<file path="src/rtl/bullet_ctrl.sv">
// Four-slot bullet pool for a tank game: edge-triggered firing with cooldown,
// per-frame movement with wall bounce, and lifetime expiry.
module bullet_ctrl #(
    parameter logic [7:0] FIRE_KEY    = 8'h2C,
    parameter int         COOLDOWN    = 15,
    parameter int         BULLET_LIFE = 300,
    parameter int         X_MIN       = 0,
    parameter int         X_MAX       = 639,
    parameter int         Y_MIN       = 0,
    parameter int         Y_MAX       = 479
) (
    input  logic        frame_clk,
    input  logic        Reset,
    input  logic [31:0] keycode,
    input  logic [9:0]  TankX,
    input  logic [9:0]  TankY,
    input  logic [4:0]  Angle,
    output logic [39:0] BulletX,
    output logic [39:0] BulletY,
    output logic [3:0]  BulletActive,
    output logic        Fired
);
    localparam int NSLOT  = 4;
    localparam int CD_W   = $clog2(COOLDOWN + 2);
    localparam int LIFE_W = $clog2(BULLET_LIFE + 2);
    localparam logic signed [10:0] X_LO = 11'(X_MIN);
    localparam logic signed [10:0] X_HI = 11'(X_MAX);
    localparam logic signed [10:0] Y_LO = 11'(Y_MIN);
    localparam logic signed [10:0] Y_HI = 11'(Y_MAX);

    logic [3:0]        key_hit;
    logic              fire_req;
    logic              shot_req;
    logic              accept;
    logic              any_free;
    logic [1:0]        alloc_idx;
    logic              fire_prev_reg;
    logic [CD_W-1:0]   cooldown_reg;
    logic              fired_reg;
    logic [NSLOT-1:0]  active_vec;
    logic signed [2:0] lut_dx;
    logic signed [2:0] lut_dy;

    genvar gi;
    generate
        for (gi = 0; gi < 4; gi++) begin : g_key
            assign key_hit[gi] = (keycode[8*gi +: 8] == FIRE_KEY);
        end
    endgenerate

    assign fire_req = |key_hit;
    assign shot_req = fire_req & ~fire_prev_reg;

    // Lowest-index free slot wins; the scan runs high-to-low so the last hit is the lowest.
    always_comb begin
        any_free  = 1'b0;
        alloc_idx = 2'd0;
        for (int i = NSLOT - 1; i >= 0; i--) begin
            if (!active_vec[i]) begin
                any_free  = 1'b1;
                alloc_idx = 2'(i);
            end
        end
    end

    assign accept = shot_req && (cooldown_reg == '0) && any_free;

    // Speed-3 direction table, 22 headings counter-clockwise; screen Y grows downward.
    always_comb begin
        {lut_dx, lut_dy} = {3'sd3, 3'sd0};
        case (Angle)
            5'd1:  {lut_dx, lut_dy} = {3'sd3, -3'sd1};
            5'd2:  {lut_dx, lut_dy} = {3'sd3, -3'sd2};
            5'd3:  {lut_dx, lut_dy} = {3'sd2, -3'sd2};
            5'd4:  {lut_dx, lut_dy} = {3'sd1, -3'sd3};
            5'd5:  {lut_dx, lut_dy} = {3'sd0, -3'sd3};
            5'd6:  {lut_dx, lut_dy} = {3'sd0, -3'sd3};
            5'd7:  {lut_dx, lut_dy} = {-3'sd1, -3'sd3};
            5'd8:  {lut_dx, lut_dy} = {-3'sd2, -3'sd2};
            5'd9:  {lut_dx, lut_dy} = {-3'sd3, -3'sd2};
            5'd10: {lut_dx, lut_dy} = {-3'sd3, -3'sd1};
            5'd11: {lut_dx, lut_dy} = {-3'sd3, 3'sd0};
            5'd12: {lut_dx, lut_dy} = {-3'sd3, 3'sd1};
            5'd13: {lut_dx, lut_dy} = {-3'sd3, 3'sd2};
            5'd14: {lut_dx, lut_dy} = {-3'sd2, 3'sd2};
            5'd15: {lut_dx, lut_dy} = {-3'sd1, 3'sd3};
            5'd16: {lut_dx, lut_dy} = {3'sd0, 3'sd3};
            5'd17: {lut_dx, lut_dy} = {3'sd0, 3'sd3};
            5'd18: {lut_dx, lut_dy} = {3'sd1, 3'sd3};
            5'd19: {lut_dx, lut_dy} = {3'sd2, 3'sd2};
            5'd20: {lut_dx, lut_dy} = {3'sd3, 3'sd2};
            5'd21: {lut_dx, lut_dy} = {3'sd3, 3'sd1};
            default: {lut_dx, lut_dy} = {3'sd3, 3'sd0};
        endcase
    end

    always_ff @(posedge frame_clk) begin
        if (Reset) begin
            fire_prev_reg <= 1'b0;
            cooldown_reg  <= '0;
            fired_reg     <= 1'b0;
        end else begin
            fire_prev_reg <= fire_req;
            fired_reg     <= accept;
            if (accept)
                cooldown_reg <= CD_W'(COOLDOWN);
            else if (cooldown_reg != '0)
                cooldown_reg <= cooldown_reg - CD_W'(1);
        end
    end

    generate
        for (gi = 0; gi < NSLOT; gi++) begin : g_slot
            logic [9:0]        x_reg;
            logic [9:0]        y_reg;
            logic signed [2:0] dx_reg;
            logic signed [2:0] dy_reg;
            logic [LIFE_W-1:0] life_reg;
            logic              active_reg;
            logic signed [10:0] nx;
            logic signed [10:0] ny;
            logic              load;

            assign load = accept && (alloc_idx == 2'(gi));
            assign nx   = $signed({1'b0, x_reg}) + $signed({{8{dx_reg[2]}}, dx_reg});
            assign ny   = $signed({1'b0, y_reg}) + $signed({{8{dy_reg[2]}}, dy_reg});

            // A bounce reverses velocity and keeps the old coordinate for that frame.
            always_ff @(posedge frame_clk) begin
                if (Reset) begin
                    x_reg      <= '0;
                    y_reg      <= '0;
                    dx_reg     <= '0;
                    dy_reg     <= '0;
                    life_reg   <= '0;
                    active_reg <= 1'b0;
                end else if (load) begin
                    x_reg      <= TankX;
                    y_reg      <= TankY;
                    dx_reg     <= lut_dx;
                    dy_reg     <= lut_dy;
                    life_reg   <= LIFE_W'(BULLET_LIFE);
                    active_reg <= 1'b1;
                end else if (active_reg) begin
                    if (nx < X_LO || nx > X_HI)
                        dx_reg <= -dx_reg;
                    else
                        x_reg <= nx[9:0];
                    if (ny < Y_LO || ny > Y_HI)
                        dy_reg <= -dy_reg;
                    else
                        y_reg <= ny[9:0];
                    life_reg <= life_reg - LIFE_W'(1);
                    if (life_reg == LIFE_W'(1))
                        active_reg <= 1'b0;
                end
            end

            assign active_vec[gi]       = active_reg;
            assign BulletX[10*gi +: 10] = x_reg;
            assign BulletY[10*gi +: 10] = y_reg;
        end
    endgenerate

    assign BulletActive = active_vec;
    assign Fired        = fired_reg;
endmodule

</file>
<file path="config.mk">
export PLATFORM = sky130hd
export DESIGN_NAME = bullet_ctrl
export DESIGN_NICKNAME = d
export VERILOG_FILES = /design/src/rtl/bullet_ctrl.sv
export SDC_FILE = /design/constraint.sdc
export NUM_CORES = 1
export LEC_CHECK = 0
export BUFFER_PORTS_ARGS = -buffer_cell sky130_fd_sc_hd__buf_2
export CAP_MARGIN = 20
export CORE_ASPECT_RATIO = 1.1
export CORE_MARGIN = 2
export CORE_UTILIZATION = 59
export DETAILED_ROUTE_END_ITERATION = 7
export GPL_TIMING_DRIVEN = 0
export PLACE_DENSITY = 0.85
export SKIP_CTS_REPAIR_TIMING = 1
export SYNTH_ARGS = -nofsm -noshare
export SYNTH_HDL_FRONTEND = slang
export SYNTH_SLANG_ARGS = --single-unit
</file>
<file path="constraint.sdc">
create_clock -name frame_clk -period 3.8 [get_ports frame_clk]
set_input_delay 0.76 -clock frame_clk [delete_from_list [all_inputs] [get_ports frame_clk]]
set_output_delay 0.76 -clock frame_clk [all_outputs]
set_load 0.005 [all_outputs]
</file>
### After elaboration in Yosys (flattened, before gate mapping)

Memories as Yosys holds them, arrays and structs flattened.
Cells that the tools add are included.

* add/sub/neg operators: 21
* $lt $le $gt $ge: 16
* equal/unequal tests: 19
* mux-type cells: 78
* bitwise logic cells: 2
* reductions and logical operators: 52

Operators by type and width (number)
* two-way mux 10 bit: 24
* adder 11 x 3 -> 11 bit: 8
* < comparator 11 x 1 -> 1 bit (second input constant): 8
* two-way mux 3 bit: 24
* two-way mux 9 bit: 8
* greater-than comparator 11 x 10 -> 1 bit (second input constant): 4
* greater-than comparator 11 bit (second input constant): 4
* == test 9 x 1 -> 1 bit (second input constant): 4
* subtractor 9 x 1 -> 9 bit (second input constant): 4
* == test 8 x 6 -> 1 bit (second input constant): 4
* AND reduction 2 bit: 16
* nonzero test 2 bit: 13
* negation 3 bit: 8
* two-way mux 1 bit: 16
* != test 2 bit (second input constant): 8
* OR reduction 2 bit: 5
* logical OR 1 bit: 8
* two-way mux 2 bit: 4
* two-way mux 4 bit: 2
* logical AND 1 bit: 6
* zero test 5 bit: 1
* nonzero test 5 bit: 1
* subtractor 5 x 1 -> 5 bit (second input constant): 1
* == test 2 bit (second input constant): 2
* 5 further kinds: 5

* flip-flop bits (word level): 151
* memory bits (read-only): 192
* output and inout port bits: 85
* word-level logic and storage cells: 221
* memories kept: 1

Memories
* (no name shown): words 32, bits a word 6, rd ports 1, clocked after memory_dff 0, write ports 0, line 71 `case (Angle)`

### Depth between registers and ports, before layout

Gate-level depths: netlist of the first run.

* depth after elaboration: 8
* depth in mapped cells: 12
* gate-level depth less buffers: 10

### Least setup slack after synthesis of the first run

OpenSTA, ideal clock, no wires.

* path kind: register -> register
* start point: register g_slot[1].x_reg[0]
* end point: register g_slot[1].x_reg[7]
* arrival: 2.803 ns
* data required time: 3.730 ns
* path slack: 0.927 ns
* stages on the path, launching flop included: 12
* cells stage by stage: dfxtp_1 -> ha_1 -> fa_1 -> a211o_1 -> o211ai_1 -> a2bb2oi_1 -> a31oi_1 -> mux2_2 -> or2_2 -> clkbuf_1 -> a2bb2oi_1 -> a21oi_1

* cells in the longest elaborated chain, start to end: 5
* elaborated cells on any way between the ends: 9
* classes of those cells: add/sub: 1; order compare: 2; eq/ne: 1; mux: 3; reduce/logical: 2

Ends and longest elaborated chain
* start, declared: line 114 `logic [9:0] x_reg;`
* start signal, assigned: line 138 `x_reg <= TankX;`
* start signal, assigned: line 148 `x_reg <= nx[9:0];`
* adder 11 x 3 -> 11 bit (*): line 125 `assign nx = $signed({1'b0, x_reg}) + $signed({{8{dx_reg[2]}}, dx_reg});`
* < comparator 11 x 1 -> 1 bit or greater-than comparator 11 bit (tied branches): line 145 `if (nx < X_LO || nx > X_HI)`
* logical OR 1 bit: line 145
* != test 2 bit (no source line)
* AND reduction 2 bit (no source line)

Mark *: on every way between the ends. The rest lies on a longest branch, timed or not. The select of a mux whose other input is x is not followed.
A chain may end at the register's enable or synchronous reset.

### Final worst setup path of the first run

* start point: register g_slot[3].dx_reg[2]
* end point: register g_slot[3].x_reg[8]

* cells in the longest elaborated chain, start to end: 5
* elaborated cells on any way between the ends: 9
* classes of those cells: add/sub: 1; order compare: 2; eq/ne: 1; mux: 3; reduce/logical: 2

Ends and longest elaborated chain
* start, declared: line 116 `logic signed [2:0] dx_reg;`
* start signal, assigned: line 140 `dx_reg <= lut_dx;`
* start signal, assigned: line 146 `dx_reg <= -dx_reg;`
* adder 11 x 3 -> 11 bit (*): line 125
* < comparator 11 x 1 -> 1 bit or greater-than comparator 11 bit (tied branches): line 145
* logical OR 1 bit: line 145
* != test 2 bit (no source line)
* AND reduction 2 bit (no source line)
* end signal, assigned: line 138
* end signal, assigned: line 148
* end, declared: line 114

Marked as above.

==> results.py, run 1 <==
metrics = {
    "synthesis": {
        "yosysMostFrequentCell": "dfxtp_1",
        "synth_top_cell_by_area": "dfxtp_1",
        "synth_cell_types": 84,
        "avgSynthCellArea_um2": 8.21,
        "synthTopCellsByCount": "151 x dfxtp_1, 138 x nor2_1, 116 x a21oi_1",
        "ys.warnings.count": 0,
        "synth.area.top_cells": "dfxtp_1 28%, ha_1 12%, a21oi_1 5.3%",
        "synth_cells": 1327,
        "syn_area_um2": 10900,
        "ys_seq_area_frac": 0.278,
        "synth_seq_cells": 151,
        "synth_top_area_share": 0.278,
        "syn-num-nets": 1495,
        "synth-edff-count": 0,
        "synth_flop_cell": "dfxtp_1",
        "async_flop_share": 0,
    },
    "timing": {
        "clock_skew_ps": 9.44,
        "hold_violations": 0,
        "timing.final.crit_share": 0.913,
        "fmax_mhz": 288,
        "rsz0062_at_grt": "no",
        "tns_ps": 0,
        "setup_viol": 0,
        "drv_slew": 0,
        "max-slew-margin-rel": 0.183,
        "period_needed_ps": 3470,
        "tightestPinTransition_ps": 1210,
    },
    "finish": {
        "design_area_um2": 12600,
        "area_growth_syn_to_layout_pct": 15.2,
        "nFillCells": 1465,
        "antenna_cells": 0,
        "layout-drive-gt1-share": 0.149,
        "nNetsFinal": 1656,
    },
    "route": {
        "vias_per_cell": 6.36,
        "wire_per_inst_um": 19.1,
        "drt_pass1_iterations": 6,
        "routed_wl_um": 33300,
        "vias": 11100,
        "drc_errors": 0,
        "ant_nets": 0,
        "first_iter_violations": 889,
    },
    "worst_setup_path": {
        "crit_required_ps": 4090,
        "worst_setup_path_end_kind": "flip-flop",
        "arrival_ps": 3760,
        "crit_type": "flip-flop to flip-flop",
        "rrSetupSlack_ps": 330,
        "worst_setup_path_start_kind": "flip-flop",
        "worstPathMaxFanout": 13,
    },
    "die": {
        "num_rows": 52,
        "die_h_um": 147,
        "die_x_um": 134,
        "initial_core_util": 0.598,
        "die_area_um2": 19600,
        "core_um2": 18200,
        "ios": 144,
    },
    "placed_design": {
        "place_area_um2": 11900,
        "gp_congestion": 0.962,
        "port_buffers": 142,
        "dpl.hpwl_um": 24700,
    },
    "cts": {
        "clk_pin_slew_ps": 60,
        "clockBufferDepth": 2,
        "cts_buffers": 17,
        "cts_sinks": 151,
        "cts_tree": "built",
        "root_buffer": "clkbuf_16",
        "htree_num_levels": 4,
        "insertion_delay_ps": 440,
    },
    "global_route": {
        "grt_pass1_vias": 10300,
        "grt_pass1_wl_um": 52000,
        "grt_usage": 0.333,
        "overflow": 0,
        "grt_max_degree": 17,
        "antenna_found_initial": 0,
    },
    "status": {
        "status": "finished clean",
    },
    "power": {
        "peakVddDrop_v": 0.000383,
        "power.density_nw_per_um2": 308,
        "p_leak_nw": 5.49,
    },
    "job": {
        "maxCapViolCount": 0,
    },
    "min_path": {
        "hold_path.class": "flip-flop to flip-flop",
    },
}
-- placed cells by master (no fill, tap or decap), types with 46 or more instances in the layout --
| master | synthesis | routed |
|---|---|---|
| buf_2 | 10 | 152 |
| ha_1 | 101 | 101 |
| nand2_1 | 110 | 110 |
| nor2_1 | 138 | 138 |
| a21oi_1 | 116 | 116 |
| dfxtp_1 | 151 | 151 |
| xnor2_1 | 47 | 47 |
| inv_1 | 55 | 55 |
| a211oi_1 | 54 | 54 |
| nor3_1 | 46 | 46 |
-- through the flow --
stage,utilization,power (mW),hold WS [ps],setup slack (ps),std cells
after floorplan,-,1.86,437,927,1327
after global placement,0.654,1.98,452,306,1712
after detailed placement,0.654,1.99,456,268,1712
after CTS,0.689,3.85,464,351,1744
after global routing,0.689,3.95,489,105,1744
final,0.689,3.87,469,330,1744
-- kinds of logic (layout without fill, tap and decap cells) --
| kind of cell | after synthesis | count (layout) | synth area share |
|---|---|---|---|
| AO/OA/AOI/OAI | 390 | 390 | 0.246 |
| XOR/XNOR | 83 | 83 | 0.0681 |
| adder cells (fa/ha/maj) | 109 | 109 | 0.131 |
| buffers and inverters | 115 | 289 | 0.0459 |
| flip-flops | 151 | 151 | 0.278 |
| multiplexers | 35 | 35 | 0.0339 |
| AND/OR/NAND/NOR | 444 | 444 | 0.198 |
-- where the power goes --
part | leakage, nW | total, mW | switching, mW | internal, mW
Combinational | 3.97 | 0.338 | 0.215 | 0.124
Clock | 0.301 | 1.90 | 0.718 | 1.18
Sequential | 1.22 | 1.64 | 0.0278 | 1.61
-- worst max-delay path, stage by stage, from the launching register on --
cell and delay (ps):
dfxtp_1 650, ha_1 370, o21ai_0 430, o21ai_0 250, a41oi_1 400, mux2_2 420, a21oi_2 390, nor2_1 240
nand2_1 110, a21oi_1 70
-- metal layers --
metal,global-route usage,wire [µm]
met5,0,0
met1,0.405,13300
met3,0.0649,2830
met2,0.556,15400
met4,0.173,1850
-- final timing paths --
kind / startpoint / to / cells past startpoint
worst max register to register: g_slot[3].dx_reg[2] / g_slot[3].x_reg[8] / 9
worst max-delay path: g_slot[3].dx_reg[2] / g_slot[3].x_reg[8] / 9
worst min-delay path: g_slot[0].life_reg[2] / g_slot[0].life_reg[2] / 1
worst min register to register: g_slot[0].life_reg[2] / g_slot[0].life_reg[2] / 1
-- area by class of cell --
| cell class | instances | area, µm² | share of cell area |
|---|---|---|---|
| multi-input combinational | 1061 | 7370 | 0.587 |
| sequential | 151 | 3020 | 0.241 |
| timing repair buffer | 142 | 711 | 0.0566 |
| clock buffer | 19 | 443 | 0.0353 |
| tap | 243 | 304 | 0.0242 |
| buffer | 59 | 290 | 0.0231 |
| inverter | 56 | 210 | 0.0167 |
| clock inverter | 13 | 203 | 0.0161 |
Power figures use the tool's default switching activity.
==> run 2, diff against run 1 <==
--- a/config.mk
+++ b/config.mk
@@ -5,14 +5,17 @@
 export SDC_FILE = /design/constraint.sdc
 export NUM_CORES = 1
 export LEC_CHECK = 0
+export ABC_AREA = 1
 export BUFFER_PORTS_ARGS = -buffer_cell sky130_fd_sc_hd__buf_2
 export CAP_MARGIN = 20
+export CELL_PAD_IN_SITES_DETAIL_PLACEMENT = 1
+export CELL_PAD_IN_SITES_GLOBAL_PLACEMENT = 1
 export CORE_ASPECT_RATIO = 1.1
 export CORE_MARGIN = 2
-export CORE_UTILIZATION = 59
+export CORE_UTILIZATION = 42
 export DETAILED_ROUTE_END_ITERATION = 7
 export GPL_TIMING_DRIVEN = 0
-export PLACE_DENSITY = 0.85
+export PLACE_DENSITY = 0.86
 export SKIP_CTS_REPAIR_TIMING = 1
 export SYNTH_ARGS = -nofsm -noshare
 export SYNTH_HDL_FRONTEND = slang
==> run 2 against run 1 <==
  * Critical path depth increased by 4
  * First-iteration DRC count decreased by 9.3%
  * Fmax up 17%
  * Synthesized cell count grew 48%
==> results.py, run 2 <==
metrics = {
    "die": {
        "die_h_um": 183,
        "core_um2": 28700,
        "die_area_um2": 30600,
        "initial_core_util": 0.427,
        "ios": 144,
        "die_x_um": 167,
        "num_rows": 65,
    },
    "timing": {
        "clock_skew_ps": 10.3,
        "rsz0062_at_grt": "no",
        "drv_slew": 0,
        "fmax_mhz": 338,
        "period_needed_ps": 2960,
        "max-slew-margin-rel": 0.404,
        "tns_ps": 0,
        "timing.final.crit_share": 0.778,
        "hold_violations": 0,
        "tightestPinTransition_ps": 885,
        "setup_viol": 0,
    },
    "job": {
        "maxCapViolCount": 0,
    },
    "worst_setup_path": {
        "crit_type": "flip-flop to flip-flop",
        "worst_setup_path_end_kind": "flip-flop",
        "r2r_end": "g_slot[0].y_reg[0]",
        "crit_required_ps": 4140,
        "cp_num_buf_inv": 1,
        "worstPathMaxFanout": 12,
        "max_stage_delay_ps": 650,
        "timing.rr.start": "g_slot[0].dy_reg[2]",
        "rrSetupSlack_ps": 840,
        "crit_family": "simple AND/OR/NAND/NOR gates",
        "worstRegToRegCells": 13,
        "worst_setup_path_start_kind": "flip-flop",
        "crit_chain": "ha_1 > a21oi_1 > nand2_1 > nand2_1 > nand3_1 > nand2_1 > nand2_1 > nor2_1 > nand3_2 > nand2_2 > inv_1 > nor2_1 > nor2_1",
        "arrival_ps": 3290,
        "cp_slowest_cell": "dfxtp_1",
        "cpMostUsedCell": "nand2_1",
    },
    "synthesis": {
        "synth-edff-count": 0,
        "avgSynthCellArea_um2": 6.23,
        "synth_top_area_share": 0.247,
        "ys_seq_area_frac": 0.247,
        "synth_seq_cells": 151,
        "synth.area.top_cells": "dfxtp_1 25%, nand2_1 18%, ha_1 10%",
        "syn_area_um2": 12300,
        "async_flop_share": 0,
        "synth_cells": 1967,
        "synth_cell_types": 43,
        "yosysMostFrequentCell": "nand2_1",
        "synthTopCellsByCount": "595 x nand2_1, 213 x inv_1, 201 x nand3_1",
        "ys.warnings.count": 0,
        "synth_top_cell_by_area": "dfxtp_1",
        "syn-num-nets": 2135,
        "synth_flop_cell": "dfxtp_1",
    },
    "route": {
        "vias": 14000,
        "ant_nets": 0,
        "vias_per_cell": 5.57,
        "drc_errors": 0,
        "drt_pass1_iterations": 8,
        "wire_per_inst_um": 18.5,
        "first_iter_violations": 806,
        "routed_wl_um": 46400,
    },
    "global_route": {
        "grt_usage": 0.300,
        "grt_pass1_vias": 14300,
        "overflow": 0,
        "grt_pass1_wl_um": 73900,
        "grt_max_degree": 17,
        "antenna_found_initial": 4,
    },
    "finish": {
        "layout_commonest_cell": "nand2_1",
        "area_growth_syn_to_layout_pct": 14.5,
        "layout-drive-gt1-share": 0.117,
        "layout_common_cells": "595 x nand2_1, 213 x inv_1, 201 x nand3_1, 193 x nor2_1, 163 x buf_2",
        "finish.utilization": 0.489,
        "nNetsFinal": 2296,
    },
    "cts": {
        "root_buffer": "clkbuf_16",
        "htree_num_levels": 4,
        "cts_sinks": 151,
        "clockBufferDepth": 2,
        "cts_buffers": 17,
        "clk_pin_slew_ps": 70,
        "insertion_delay_ps": 440,
        "cts_tree": "built",
    },
    "status": {
        "status": "finished clean",
    },
    "power": {
        "power.density_nw_per_um2": 271,
        "peakVddDrop_v": 0.000229,
        "p_leak_nw": 7.23,
    },
    "min_path": {
        "hold_path.class": "flip-flop to flip-flop",
        "hold_start": "g_slot[0].life_reg[1]",
        "hold_end": "g_slot[0].life_reg[1]",
        "hold_depth": 2,
    },
    "placed_design": {
        "port_buffers": 142,
        "dpl.hpwl_um": 35900,
        "gp_congestion": 0.944,
    },
}
## run 2: changes by cell type in the layout (fill, tap and decap cells not counted), moves of 32 or more
cell | before | now
a211oi_1 | 54 | 3
nor2_1 | 138 | 193
nand2_1 | 110 | 595
nor3_1 | 46 | 6
nand3_1 | 35 | 201
inv_1 | 55 | 213
nand4_1 | 7 | 39
## run 2: layout make-up
cell class,instances,area [µm²]
clock buffers,19,443
repair buffers,142,711
fillers,4018,14700
flip-flops and latches,151,3020
inverters,223,837
plain buffers,57,297
well taps,368,460
multi-input cells,1536,8100
diodes,6,15.0
clock inverters,13,149
## run 2: kinds of logic after synthesis
| family | after synthesis | synth area share |
|---|---|---|
| AND/OR/NAND/NOR | 1102 | 0.389 |
| flip-flops | 151 | 0.247 |
| buffers and inverters | 280 | 0.0925 |
| AO/OA/AOI/OAI | 273 | 0.118 |
| XOR/XNOR | 52 | 0.0372 |
| adder cells (fa/ha/maj) | 109 | 0.116 |
## run 2: power breakdown
part | total (mW) | switching [mW] | internal [mW]
registers | 1.63 | 0.0261 | 1.61
clock network | 1.76 | 0.765 | 0.992
logic | 0.408 | 0.287 | 0.122
## run 2: worst max-delay path by stage
| stage | start | slack (ps) | endpoint | depth (start not counted) |
|---|---|---|---|---|
| 6_report | g_slot[0].dy_reg[2] | 840 | g_slot[0].y_reg[0] | 13 |
| 5_1_grt | g_slot[0].dy_reg[2] | 590 | g_slot[0].y_reg[0] | 13 |
| 4_1_cts | g_slot[0].dy_reg[2] | 850 | g_slot[0].y_reg[0] | 13 |
| 3_5_place_dp | keycode[17] | 770 | g_slot[0].dy_reg[1] | 13 |
| 3_3_place_gp | keycode[16] | 830 | g_slot[0].dy_reg[2] | 13 |
| 2_1_floorplan | g_slot[1].dy_reg[2] | 1600 | g_slot[1].y_reg[0] | 13 |
## run 2: metal layers
| layer | vias to the layer above | GRT usage | share of wire |
|---|---|---|---|
| li1 | 6764 | - | - |
| met1 | 6769 | 0.350 | 0.41 |
| met2 | 346 | 0.532 | 0.49 |
| met3 | 129 | 0.0539 | 0.050 |
| met4 | 0 | 0.144 | 0.045 |
| met5 | - | 0 | 0 |
## run 2: worst reg2reg max path: cells and delay by family, from the launching register on
| family | cells | cell delay (ps) |
|---|---|---|
| flip-flops | 1 | 650 |
| AO/OA/AOI/OAI | 1 | 310 |
| adder cells (fa/ha/maj) | 1 | 380 |
| buffers and inverters | 1 | 110 |
| AND/OR/NAND/NOR | 10 | 1400 |
## run 2: through the flow
step / instance area (µm²) / hold WS (ps) / instances / power, mW / setup slack [ps]
after detailed placement: 13400 / 465 / 2477 / 2.05 / 771
after floorplan: 12300 / 440 / 1967 / 1.90 / 1600
after global placement: 13400 / 452 / 2477 / 2.03 / 833
after CTS: 14000 / 475 / 2509 / 3.79 / 849
final: 14000 / 471 / 2515 / 3.80 / 845
after global routing: 14000 / 487 / 2510 / 3.90 / 590
==> run 3, diff against run 2 <==
==> constraint.sdc (replaced) <==
create_clock -name frame_clk -period 2.98 [get_ports frame_clk]
set_input_delay 0.596 -clock frame_clk [delete_from_list [all_inputs] [get_ports frame_clk]]
set_output_delay 0.596 -clock frame_clk [all_outputs]
set_load 0.005 [all_outputs]
==> run 3 against run 2 <==
  * Sequential power rose by 28%
  * Via count barely moved
  * Critical endpoint is now g_slot[0].x_reg[9]
  * Setup slack got worse by 630 ps
  * Critical path depth rose by 2
  * Clock power rose by 27%
  * Die area did not move
  * Final area barely moved
  * Clock-buffer cell count did not move
  * Sequential share of layout area barely moved
  * Largest power group unchanged
==> results.py, run 3 (synthesized netlist as in run 2, its figures left out) <==
metrics = {
    "status": {
        "status": "finished clean",
    },
    "worst_setup_path": {
        "cpMostUsedCell": "nand2_1",
        "worst_setup_path_start_kind": "flip-flop",
        "crit_chain": "ha_1 > fa_1 > nand3_1 > nand2_1 > nand2_1 > nand2_1 > nand2_1 > nand3b_1 > nand2_1 > nand3_1 > nand2_2 > buf_4 > nand2_1 > nand2_1 > nor2_1",
        "max_stage_delay_ps": 420,
        "crit_type": "flip-flop to flip-flop",
        "worstPathMaxFanout": 10,
        "timing.rr.start": "g_slot[0].x_reg[0]",
        "cp_slowest_cell": "fa_1",
        "arrival_ps": 3100,
        "r2r_end": "g_slot[0].x_reg[9]",
        "crit_family": "simple AND/OR/NAND/NOR gates",
        "worstRegToRegCells": 15,
        "rrSetupSlack_ps": 220,
        "worst_setup_path_end_kind": "flip-flop",
        "crit_required_ps": 3320,
        "cp_num_buf_inv": 1,
    },
    "route": {
        "routed_wl_um": 46500,
        "wire_per_inst_um": 18.5,
        "vias": 14000,
        "drt_pass1_iterations": 5,
        "drc_errors": 0,
        "vias_per_cell": 5.57,
        "first_iter_violations": 815,
        "ant_nets": 0,
    },
    "timing": {
        "max-slew-margin-rel": 0.386,
        "drv_slew": 0,
        "timing.final.crit_share": 0.927,
        "period_needed_ps": 2760,
        "setup_viol": 0,
        "fin_ws_ps": 218,
        "clock_skew_ps": 10.6,
        "tns_ps": 0,
        "hold_violations": 0,
        "rsz0062_at_grt": "no",
        "fmax_mhz": 362,
        "timing.hold.ws_ps": 472,
        "tightestPinTransition_ps": 921,
    },
    "finish": {
        "layout_common_cells": "595 x nand2_1, 213 x inv_1, 201 x nand3_1, 193 x nor2_1, 163 x buf_2",
        "layout-drive-gt1-share": 0.120,
        "nNetsFinal": 2296,
        "finish.utilization": 0.489,
        "area_growth_syn_to_layout_pct": 14.6,
        "nFillCells": 4014,
        "layout_commonest_cell": "nand2_1",
    },
    "cts": {
        "cts_tree": "built",
        "htree_num_levels": 4,
        "clk_pin_slew_ps": 70,
        "cts_sinks": 151,
        "clockBufferDepth": 2,
        "cts_buffers": 17,
        "root_buffer": "clkbuf_16",
        "insertion_delay_ps": 450,
    },
    "job": {
        "maxCapViolCount": 0,
    },
    "placed_design": {
        "gp_congestion": 0.944,
        "pre_cts_slack_ps": 81.6,
        "port_buffers": 142,
        "dpl.hpwl_um": 35900,
    },
    "global_route": {
        "overflow": 0,
        "grt_pass1_vias": 14300,
        "grt_pass1_wl_um": 73900,
        "grt_usage": 0.300,
        "antenna_found_initial": 4,
        "grt_max_degree": 17,
    },
    "min_path": {
        "hold_start": "g_slot[0].life_reg[1]",
        "hold_end": "g_slot[0].life_reg[1]",
        "hold_path.class": "flip-flop to flip-flop",
        "hold_depth": 2,
    },
    "die": {
        "die_h_um": 183,
        "die_area_um2": 30600,
        "num_rows": 65,
        "die_x_um": 167,
        "ios": 144,
        "core_um2": 28700,
        "initial_core_util": 0.427,
    },
    "power": {
        "peakVddDrop_v": 0.000292,
        "power.density_nw_per_um2": 345,
        "p_leak_nw": 7.23,
    },
}
-- run 3: final cells by class --
class	instances	area, µm²	share of cell area
timing repair buffer	142	711	0.0506
tap	368	460	0.0328
buffer	57	297	0.0211
antenna	6	15.0	0.00107
clock buffer	19	443	0.0315
multi-input combinational	1536	8100	0.577
clock inverter	13	149	0.0106
inverter	223	837	0.0596
sequential	151	3030	0.216
-- run 3: through the flow --
step                      std cells  cell area [µm²]  power [mW]
after floorplan                1967            12300        2.43
after global placement         2477            13400        2.59
after detailed placement       2477            13400        2.62
after CTS                      2509            14000        4.83
after global routing           2510            14000        4.98
final                          2515            14000        4.85
-- run 3: where the power goes --
| part | switching, mW | leakage, nW | total, mW | internal (mW) |
|---|---|---|---|---|
| sequential | 0.0337 | 1.22 | 2.08 | 2.05 |
| combinational | 0.366 | 5.73 | 0.521 | 0.155 |
| clock | 0.979 | 0.280 | 2.24 | 1.27 |
-- run 3: worst min-delay path, delay by kind of cell (launching register included) --
kind	cells	cell delay, ps
compound gates	1	50
flops	1	310
simple gates	1	60
-- run 3: worst max path at each step --
stage,startpoint,endpoint,cells after the start
2_1_floorplan,g_slot[1].dy_reg[2],g_slot[1].y_reg[0],13
3_3_place_gp,keycode[16],g_slot[0].dy_reg[2],13
3_5_place_dp,g_slot[0].dy_reg[2],g_slot[0].y_reg[0],13
4_1_cts,g_slot[0].dy_reg[2],g_slot[0].y_reg[0],13
5_1_grt,g_slot[1].dy_reg[2],g_slot[1].y_reg[1],13
6_report,g_slot[0].x_reg[0],g_slot[0].x_reg[9],15
-- run 3: routing by layer --
metal | part of all wire | routed length, µm | GRT usage
met5 | 0 | 0 | 0
met1 | 0.41 | 19200 | 0.350
met3 | 0.051 | 2390 | 0.0539
met4 | 0.046 | 2150 | 0.144
met2 | 0.49 | 22700 | 0.532
